## src/rtl/mult4_acc_stage.sv

```systemverilog
// Operand staging and dot-product accumulator around an external 4x4 multiplier.
// Pairs are registered onto mul_x/mul_y, and the returned products are summed per in_last-terminated group.
module mult4_acc_stage #(
    parameter int ACC_W = 16,
    parameter int CNT_W = 8
) (
    input  logic             clk,
    input  logic             rst_n,
    input  logic             in_valid,
    output logic             in_ready,
    input  logic [3:0]       in_x,
    input  logic [3:0]       in_y,
    input  logic             in_last,
    output logic [3:0]       mul_x,
    output logic [3:0]       mul_y,
    input  logic [7:0]       mul_p,
    output logic             out_valid,
    input  logic             out_ready,
    output logic [ACC_W-1:0] out_acc,
    output logic [CNT_W-1:0] out_cnt,
    output logic             out_ovf
);

    logic             hold;
    logic             fire;
    logic             v1;
    logic             last1;
    logic [ACC_W-1:0] acc;
    logic [CNT_W-1:0] cnt;
    logic             ovf;
    logic [ACC_W:0]   sum_ext;
    logic [ACC_W-1:0] sum;
    logic             wrap;
    logic [CNT_W-1:0] cnt_n;
    logic             ovf_n;

    // A result that is waiting for the consumer freezes both stages.
    assign hold     = out_valid & ~out_ready;
    assign in_ready = ~hold;
    assign fire     = v1 & ~hold;

    assign sum_ext = {1'b0, acc} + {{(ACC_W - 7){1'b0}}, mul_p};
    assign sum     = sum_ext[ACC_W-1:0];
    assign wrap    = sum_ext[ACC_W];
    assign cnt_n   = (&cnt) ? cnt : cnt + CNT_W'(1);
    assign ovf_n   = ovf | wrap;

    always_ff @(posedge clk or negedge rst_n) begin
        if (!rst_n) begin
            v1    <= 1'b0;
            last1 <= 1'b0;
            mul_x <= '0;
            mul_y <= '0;
        end else if (!hold) begin
            v1 <= in_valid;
            if (in_valid) begin
                mul_x <= in_x;
                mul_y <= in_y;
                last1 <= in_last;
            end
        end
    end

    always_ff @(posedge clk or negedge rst_n) begin
        if (!rst_n) begin
            acc       <= '0;
            cnt       <= '0;
            ovf       <= 1'b0;
            out_acc   <= '0;
            out_cnt   <= '0;
            out_ovf   <= 1'b0;
            out_valid <= 1'b0;
        end else begin
            if (out_valid && out_ready) begin
                out_valid <= 1'b0;
            end
            // A freshly loaded result overrides the consume-clear above.
            if (fire) begin
                if (last1) begin
                    out_acc   <= sum;
                    out_cnt   <= cnt_n;
                    out_ovf   <= ovf_n;
                    out_valid <= 1'b1;
                    acc       <= '0;
                    cnt       <= '0;
                    ovf       <= 1'b0;
                end else begin
                    acc <= sum;
                    cnt <= cnt_n;
                    ovf <= ovf_n;
                end
            end
        end
    end

endmodule

```

## config.mk

```make
export PLATFORM = sky130hd
export DESIGN_NAME = mult4_acc_stage
export DESIGN_NICKNAME = d
export VERILOG_FILES = /design/src/rtl/mult4_acc_stage.sv
export SDC_FILE = /design/constraint.sdc
export NUM_CORES = 1
export LEC_CHECK = 0
export CORE_MARGIN = 8
export CORE_UTILIZATION = 50
export DETAILED_ROUTE_END_ITERATION = 6
export DONT_BUFFER_PORTS = 1
export SETUP_SLACK_MARGIN = 0.2
export SLEW_MARGIN = 40
export SYNTH_ARGS = -nofsm -noshare
export SYNTH_HDL_FRONTEND = slang
export SYNTH_SLANG_ARGS = --single-unit
```

## constraint.sdc

```tcl
create_clock -name clk -period 2.65 [get_ports clk]
set_input_delay 0.6625 -clock clk [delete_from_list [all_inputs] [get_ports clk]]
set_output_delay 0.6625 -clock clk [all_outputs]
set_load 0.01 [all_outputs]
```

==> metrics, run 1 <==
die area=8840 um^2; Place WS=143 ps; Num CTS Buffers=9; Synth area leader=dfrtp_1; reg-to-reg critical path startpoint=acc[0]; hold slack=23.3 ps; clock network power share=23.3%; dpl hpwl=between 4000 and 5000 um; HP Class=input port to asynchronous set/reset pin; layout cells sized above 1=11.9%; number of DRC markers in iteration 0=160; core area=5890 um^2; Post-synth ARST share=between 90% and 100%; total power=roughly 3200 uW; Seq cells post-synth=61; Port Buffers=0; Max stage delay on crit path=410 ps; crit share post-route=85.2%; largest cells by area after synthesis=dfrtp_1 (50%), nand2_1 (6.3%), o21ai_0 (5.9%), mux2_2 (4.8%), ha_1 (3.7%); Synth Flop Type=dfrtp_1; syn_area_per_cell=9.75 um^2; final setup fails=0; ANT cells=0; Post-CTS Hold Fix Bufs=0; clock latency on the worst-skew pair=330 ps; first-pass GRT wire length=between 10000 and 15000 um; Worst path depth=7; cts repair resizes=0; Mapped Nets=343; # rows=28; CP Buf/Inv Count=0; GPL Wtd Cong=0.799; root buf cell=clkbuf_8; Seq pwr share=46.4%; Sw Share=37.8%; element type at the critical path end=flop; critical path fanouts, max=12; Detail Route Antenna Nets=0; FF-to-FF path depth=7; # fillers=522; Synth top cells by count=dfrtp_1 (61), nand2_1 (51), o21ai_0 (36); Crit Path Category=flop to flop; clk sink count=slightly above 60; Total GRT Usage=15.4%; RR Endpoint=acc[10]; Internal=about 2000 uW; postcts setup bufs=0; cell breakdown of the critical path=ha_1 > fa_1 > a21o_1 > a21oi_2 > o21a_1 > o41ai_1 > a31o_2; fin util=56.0%; fmax=0.443 GHz; worst-margin pin slew=between 600 and 700 ps; Worst Setup Start Kind=flop; CP max stage cell=fa_1; Max VDD drop=0.000507 V; Vias/cell=around 5.6; max_cap viols=0; status=finished, final reports clean; Post-synth EDFFs=0; post-synth top area share=50.2%; PwrDens=969 nW/um^2; Leak=0.00143 uW; P&R area growth vs syn=8.22%; Max Slew Vio Count=0; Seq/Total Area, Yosys=50.2%; First-pass DRT Iterations=4; setup ws final=just under 400 ps; Via Count=2227; post-synth cell types=44; Initial Util=51.7%; Post-Syn Instances=~310; Routed wire per std cell=16.8 um; net count reported at finish=346; DIE WIDTH=94.0 um; largest net degree at the start of global routing=62; CP delay by family, top=compound AO/OA/AOI/OAI gates; Fin Setup TNS=0 ps; die boundary height=approximately 94 um; crit path time final=2260 ps; area of the mapped netlist=3040 um^2; Comb pwr share=between 30% and 40%; vias in the first global route=2118; Worst EP required=between 2000 and 3000 ps; htree depth=3; Clock Path Buffers=2; Arr. time, crit path=between 2000 and 2500 ps; Post-route DRC=0; total gr overflow=0; Clock transition at path regs=70 ps; final WL=6620 um; IO Count=56; TritonCTS clock tree=built; relative slew slack=between 50% and 60%; Switch Pwr=1210 uW; initial antenna violation count=0; skew final=about 8.5 ps; count leader, synth=dfrtp_1; Final Hold Vio Count=0; unrepaired setup endpoints after global routing=no; reg2reg setup slack=slightly below 400 ps; Ys Warns=0
## worst reg2reg max path: stages (launching register included)
cell and delay [ps]:
dfrtp_1 380, ha_1 230, fa_1 410, a21o_1 180, a21oi_2 230, o21a_1 360, o41ai_1 130, a31o_2 220
## registers in the layout, indices dropped and copies added, names as in the netlist
name	count
acc	16
mul_x	4
last1	1
out_cnt	8
cnt	8
out_ovf	1
v1	1
ovf	1
out_acc	16
mul_y	4
out_valid	1
## layout make-up
type / count / area [um^2] / area share (%)
Clock buffer: 12 / 155 / 4.71
Clock inverter: 4 / 22.5 / 0.684
Inverter: 6 / 22.5 / 0.684
Multi-Input combinational cell: 230 / 1420 / 43.0
Sequential cell: 61 / 1530 / 46.4
Tap cell: 75 / 93.8 / 2.85
Timing Repair Buffer: 7 / 57.6 / 1.75
## stage by stage
step	instance area, um^2	instances
after global placement	3100	377
after global routing	3290	395
after floorplan	3040	312
after detailed placement	3100	377
after CTS	3270	393
final	3290	395
## routing by layer
| metal | wire length (um) | part of all wire (%) | vias to the layer above | global-route usage [%] |
|---|---|---|---|---|
| met5 | 0 | 0 | - | 0 |
| met4 | 95 | 1.4 | 0 | 7.13 |
| li1 | - | - | 1115 | - |
| met2 | 2890 | 44 | 69 | 21.9 |
| met1 | 3120 | 47 | 1034 | 20.8 |
| met3 | 518 | 7.8 | 9 | 4.88 |
## cells in the final DEF, fill, tap and decap left out, types with 3 or more instances in the layout
| master | count |
|---|---|
| nor3_1 | 6 |
| or3_1 | 5 |
| xnor2_1 | 11 |
| a31oi_1 | 7 |
| clkinv_2 | 3 |
| o21ai_0 | 36 |
| a21oi_1 | 15 |
| nand4_1 | 3 |
| clkbuf_8 | 11 |
| a21o_1 | 4 |
| inv_1 | 6 |
| o31ai_1 | 3 |
| ha_1 | 9 |
| mux2_2 | 13 |
| xor2_1 | 3 |
| a211oi_1 | 3 |
| dfrtp_1 | 61 |
| buf_4 | 5 |
| mux2i_1 | 3 |
| nand2_1 | 51 |
| nor2_1 | 18 |
| a22o_1 | 5 |
| nand3_1 | 10 |
| o211ai_1 | 3 |
## kinds of logic (layout without fill, tap and decap cells)
| group | Yosys count | count (layout) | synth area share, % |
|---|---|---|---|
| compound gates | 86 | 86 | 17.0 |
| buf+inv | 21 | 29 | 3.33 |
| xor+xnor | 14 | 14 | 4.03 |
| fa+ha+maj | 10 | 10 | 4.36 |
| flops | 61 | 61 | 50.2 |
| mux | 16 | 16 | 5.80 |
| simple gates | 104 | 104 | 15.3 |
## power groups by stage
stage | Clock [uW] | Sequential, uW | Combinational, uW
2_1_floorplan | 0 | 1400 | 841
3_3_place_gp | 0 | 1500 | 938
3_5_place_dp | 0 | 1510 | 954
4_1_cts | 759 | 1490 | 962
5_1_grt | 809 | 1530 | 1100
6_report | 744 | 1480 | 965
## worst max-delay path by stage
stage / startpoint / endpoint / slack (ps)
final: acc[0] / acc[10] / 390
after global routing: acc[0] / out_acc[12] / 290
after CTS: acc[0] / acc[10] / 400
after detailed placement: mul_p[0] / acc[10] / 140
after global placement: mul_p[0] / acc[10] / 160
after floorplan: mul_p[0] / acc[10] / 330
No activity file was read; power rests on OpenSTA's default activity.
==> run 2: changes to the inputs <==
--- a/config.mk
+++ b/config.mk
@@ -9,6 +9,7 @@
 export CORE_UTILIZATION = 50
 export DETAILED_ROUTE_END_ITERATION = 6
 export DONT_BUFFER_PORTS = 1
+export REMOVE_ABC_BUFFERS = 1
 export SETUP_SLACK_MARGIN = 0.2
 export SLEW_MARGIN = 40
 export SYNTH_ARGS = -nofsm -noshare
==> run 2 against run 1 <==
  * Flip-flop and latch count did not move
  * Cell count rose by 0.25%
  * Critical path depth did not move
  * Routed wire length rose by 0.18%
  * Clock skew barely moved
  * Final area rose by 1.9%
  * Non-clock buffer count rose by 1
  * Clock power rose by 29%
  * First-iteration DRC count fell by 34%
  * Power rose by 6.8%
==> metrics, run 2 (synthesized netlist as in run 1, its figures left out) <==
P&R area growth vs syn=10.3% (was 8.22%); clock latency on the worst-skew pair=340 ps (was 330 ps); PwrDens=1020 nW/um^2 (was 969 nW/um^2); Num CTS Buffers=9 (unchanged); ANT cells=0 (unchanged); TritonCTS clock tree=built (unchanged); First-pass DRT Iterations=4 (unchanged); Via Count=2246 (was 2227); Met1 Wirelength=3160 um (was 3120 um); GPL Wtd Cong=0.791 (was 0.799); commonest non-fill, non-tap cells in the layout=dfrtp_1 (61), nand2_1 (51), o21ai_0 (36), nor2_1 (18), a21oi_1 (15) (unchanged); clk sink count=61 (unchanged); Fin Setup TNS=0 ps (unchanged); Max Slew Vio Count=0 (unchanged); HP Class=input port to asynchronous set/reset pin (unchanged); fin area=3360 um^2 (was 3290 um^2); RR Endpoint=acc[10] (unchanged); final WL=6640 um (was 6620 um); DP Area=3100 um^2 (about the same); die area=8840 um^2 (unchanged); Clock transition at path regs=70 ps (about the same); wire length on met2=2990 um (was 2890 um); Port Buffers=0 (unchanged); reg2reg setup slack=390 ps (about the same); first-pass GRT wire length=10800 um (was 10700 um); # rows=28 (unchanged); max_cap viols=0 (unchanged); unrepaired setup endpoints after global routing=no (unchanged); Detail Route Antenna Nets=0 (unchanged); worst-margin pin slew=881 ps (was 621 ps); vias in the first global route=2193 (was 2118); die boundary height=94.0 um (unchanged); Clock Path Buffers=2 (unchanged); status=finished, final reports clean (unchanged); reg-to-reg critical path startpoint=acc[0] (unchanged); cts repair resizes=0 (unchanged); critical path fanouts, max=12 (unchanged); root buf cell=clkbuf_8 (unchanged); core area=5890 um^2 (unchanged); Leak=0.00146 uW (was 0.00143 uW); total power=3410 uW (was 3190 uW); final setup fails=0 (unchanged); Arr. time, crit path=2490 ps (was 2470 ps); largest net degree at the start of global routing=62 (unchanged); Initial Util=51.7% (unchanged); dpl cells=378 (was 377); element type at the critical path end=flop (unchanged); Routed wire per std cell=16.8 um (about the same); IO Count=56 (unchanged); net count reported at finish=347 (was 346); DIE WIDTH=94.0 um (unchanged); Worst EP required=2880 ps (was 2860 ps); htree depth=3 (unchanged); routed wl met3=389 um (was 518 um); biggest regs=acc: 16 flops, out_acc: 16 flops (unchanged); layout cells sized above 1=12.5% (was 11.9%); crit share post-route=85.4% (was 85.2%); hold slack=18.1 ps (was 23.3 ps); Worst Setup Start Kind=flop (unchanged); number of DRC markers in iteration 0=106 (was 160); FF-to-FF path depth=7 (unchanged); Total GRT Usage=15.4% (unchanged); Post-route DRC=0 (unchanged); Crit Path Category=flop to flop (unchanged); crit path time final=2260 ps (about the same); dpl hpwl=4520 um (was 4440 um); fmax=0.442 GHz (was 0.443 GHz); Vias/cell=5.67 (was 5.64); Cell Count, Final, Fillers Out=396 (was 395); initial antenna violation count=0 (unchanged); Max VDD drop=0.000489 V (was 0.000507 V); relative slew slack=41.1% (was 58.2%); top sig layer=met4 (unchanged); skew final=8.34 ps (was 8.49 ps); most common cell after layout, fill and taps aside=dfrtp_1 (unchanged); total gr overflow=0 (unchanged); Final Hold Vio Count=0 (unchanged)
## run 2: cell types whose count changed in the layout (fill, tap and decap cells not counted)
cell,previous run,this run
buf_4,5,6
bufinv_16,0,2
clkbuf_1,1,0
clkinv_2,3,1
inv_6,0,1
## run 2: cell type report
cell class	instances	area, um^2
sequential	61	1530
inverter	6	22.5
timing repair buffer	8	65.1
multi-input combinational	230	1420
fill	521	2530
tap	75	93.8
clock inverter	5	81.3
clock buffer	11	151
## run 2: layer usage
metal / vias to the layer above / GRT usage [%]
met4: 0 / 7.13
met2: 46 / 23.0
li1: 1116 / -
met5: - / 0
met3: 12 / 4.56
met1: 1072 / 20.0
## run 2: power by group
group          internal (uW)  leakage [uW]  switching, uW
combinational            418      0.000557            549
clock                    582      0.000116            375
sequential              1180      0.000790            298
total                   2180       0.00146           1220
## run 2: stage by stage
step | utilization [%] | setup WS [ps]
floorplan | - | 146
global placement | 52.7 | 135
detailed placement | 52.7 | 117
CTS | 56.7 | 399
global route | 57.0 | 252
finish | 57.0 | 387
## run 2: worst max-delay path by stage
stage | from | to | slack, ps
finish | acc[0] | acc[10] | 390
global route | acc[0] | acc[12] | 250
CTS | acc[0] | acc[10] | 400
detailed placement | mul_p[0] | acc[10] | 120
global placement | mul_p[0] | acc[10] | 140
floorplan | out_ready | out_acc[11] | 150
## run 2: timing repair
action,in CTS,in global routing
hold buffers,0,2
hold endpoints to repair,0,18
setup buffers,0,0
## run 2: worst max-delay path, stage by stage (launching register included)
cell	delay [ps]
dfrtp_1	380
ha_1	220
fa_1	410
a21o_1	180
a21oi_2	220
o21a_1	390
o41ai_1	140
a31o_2	220
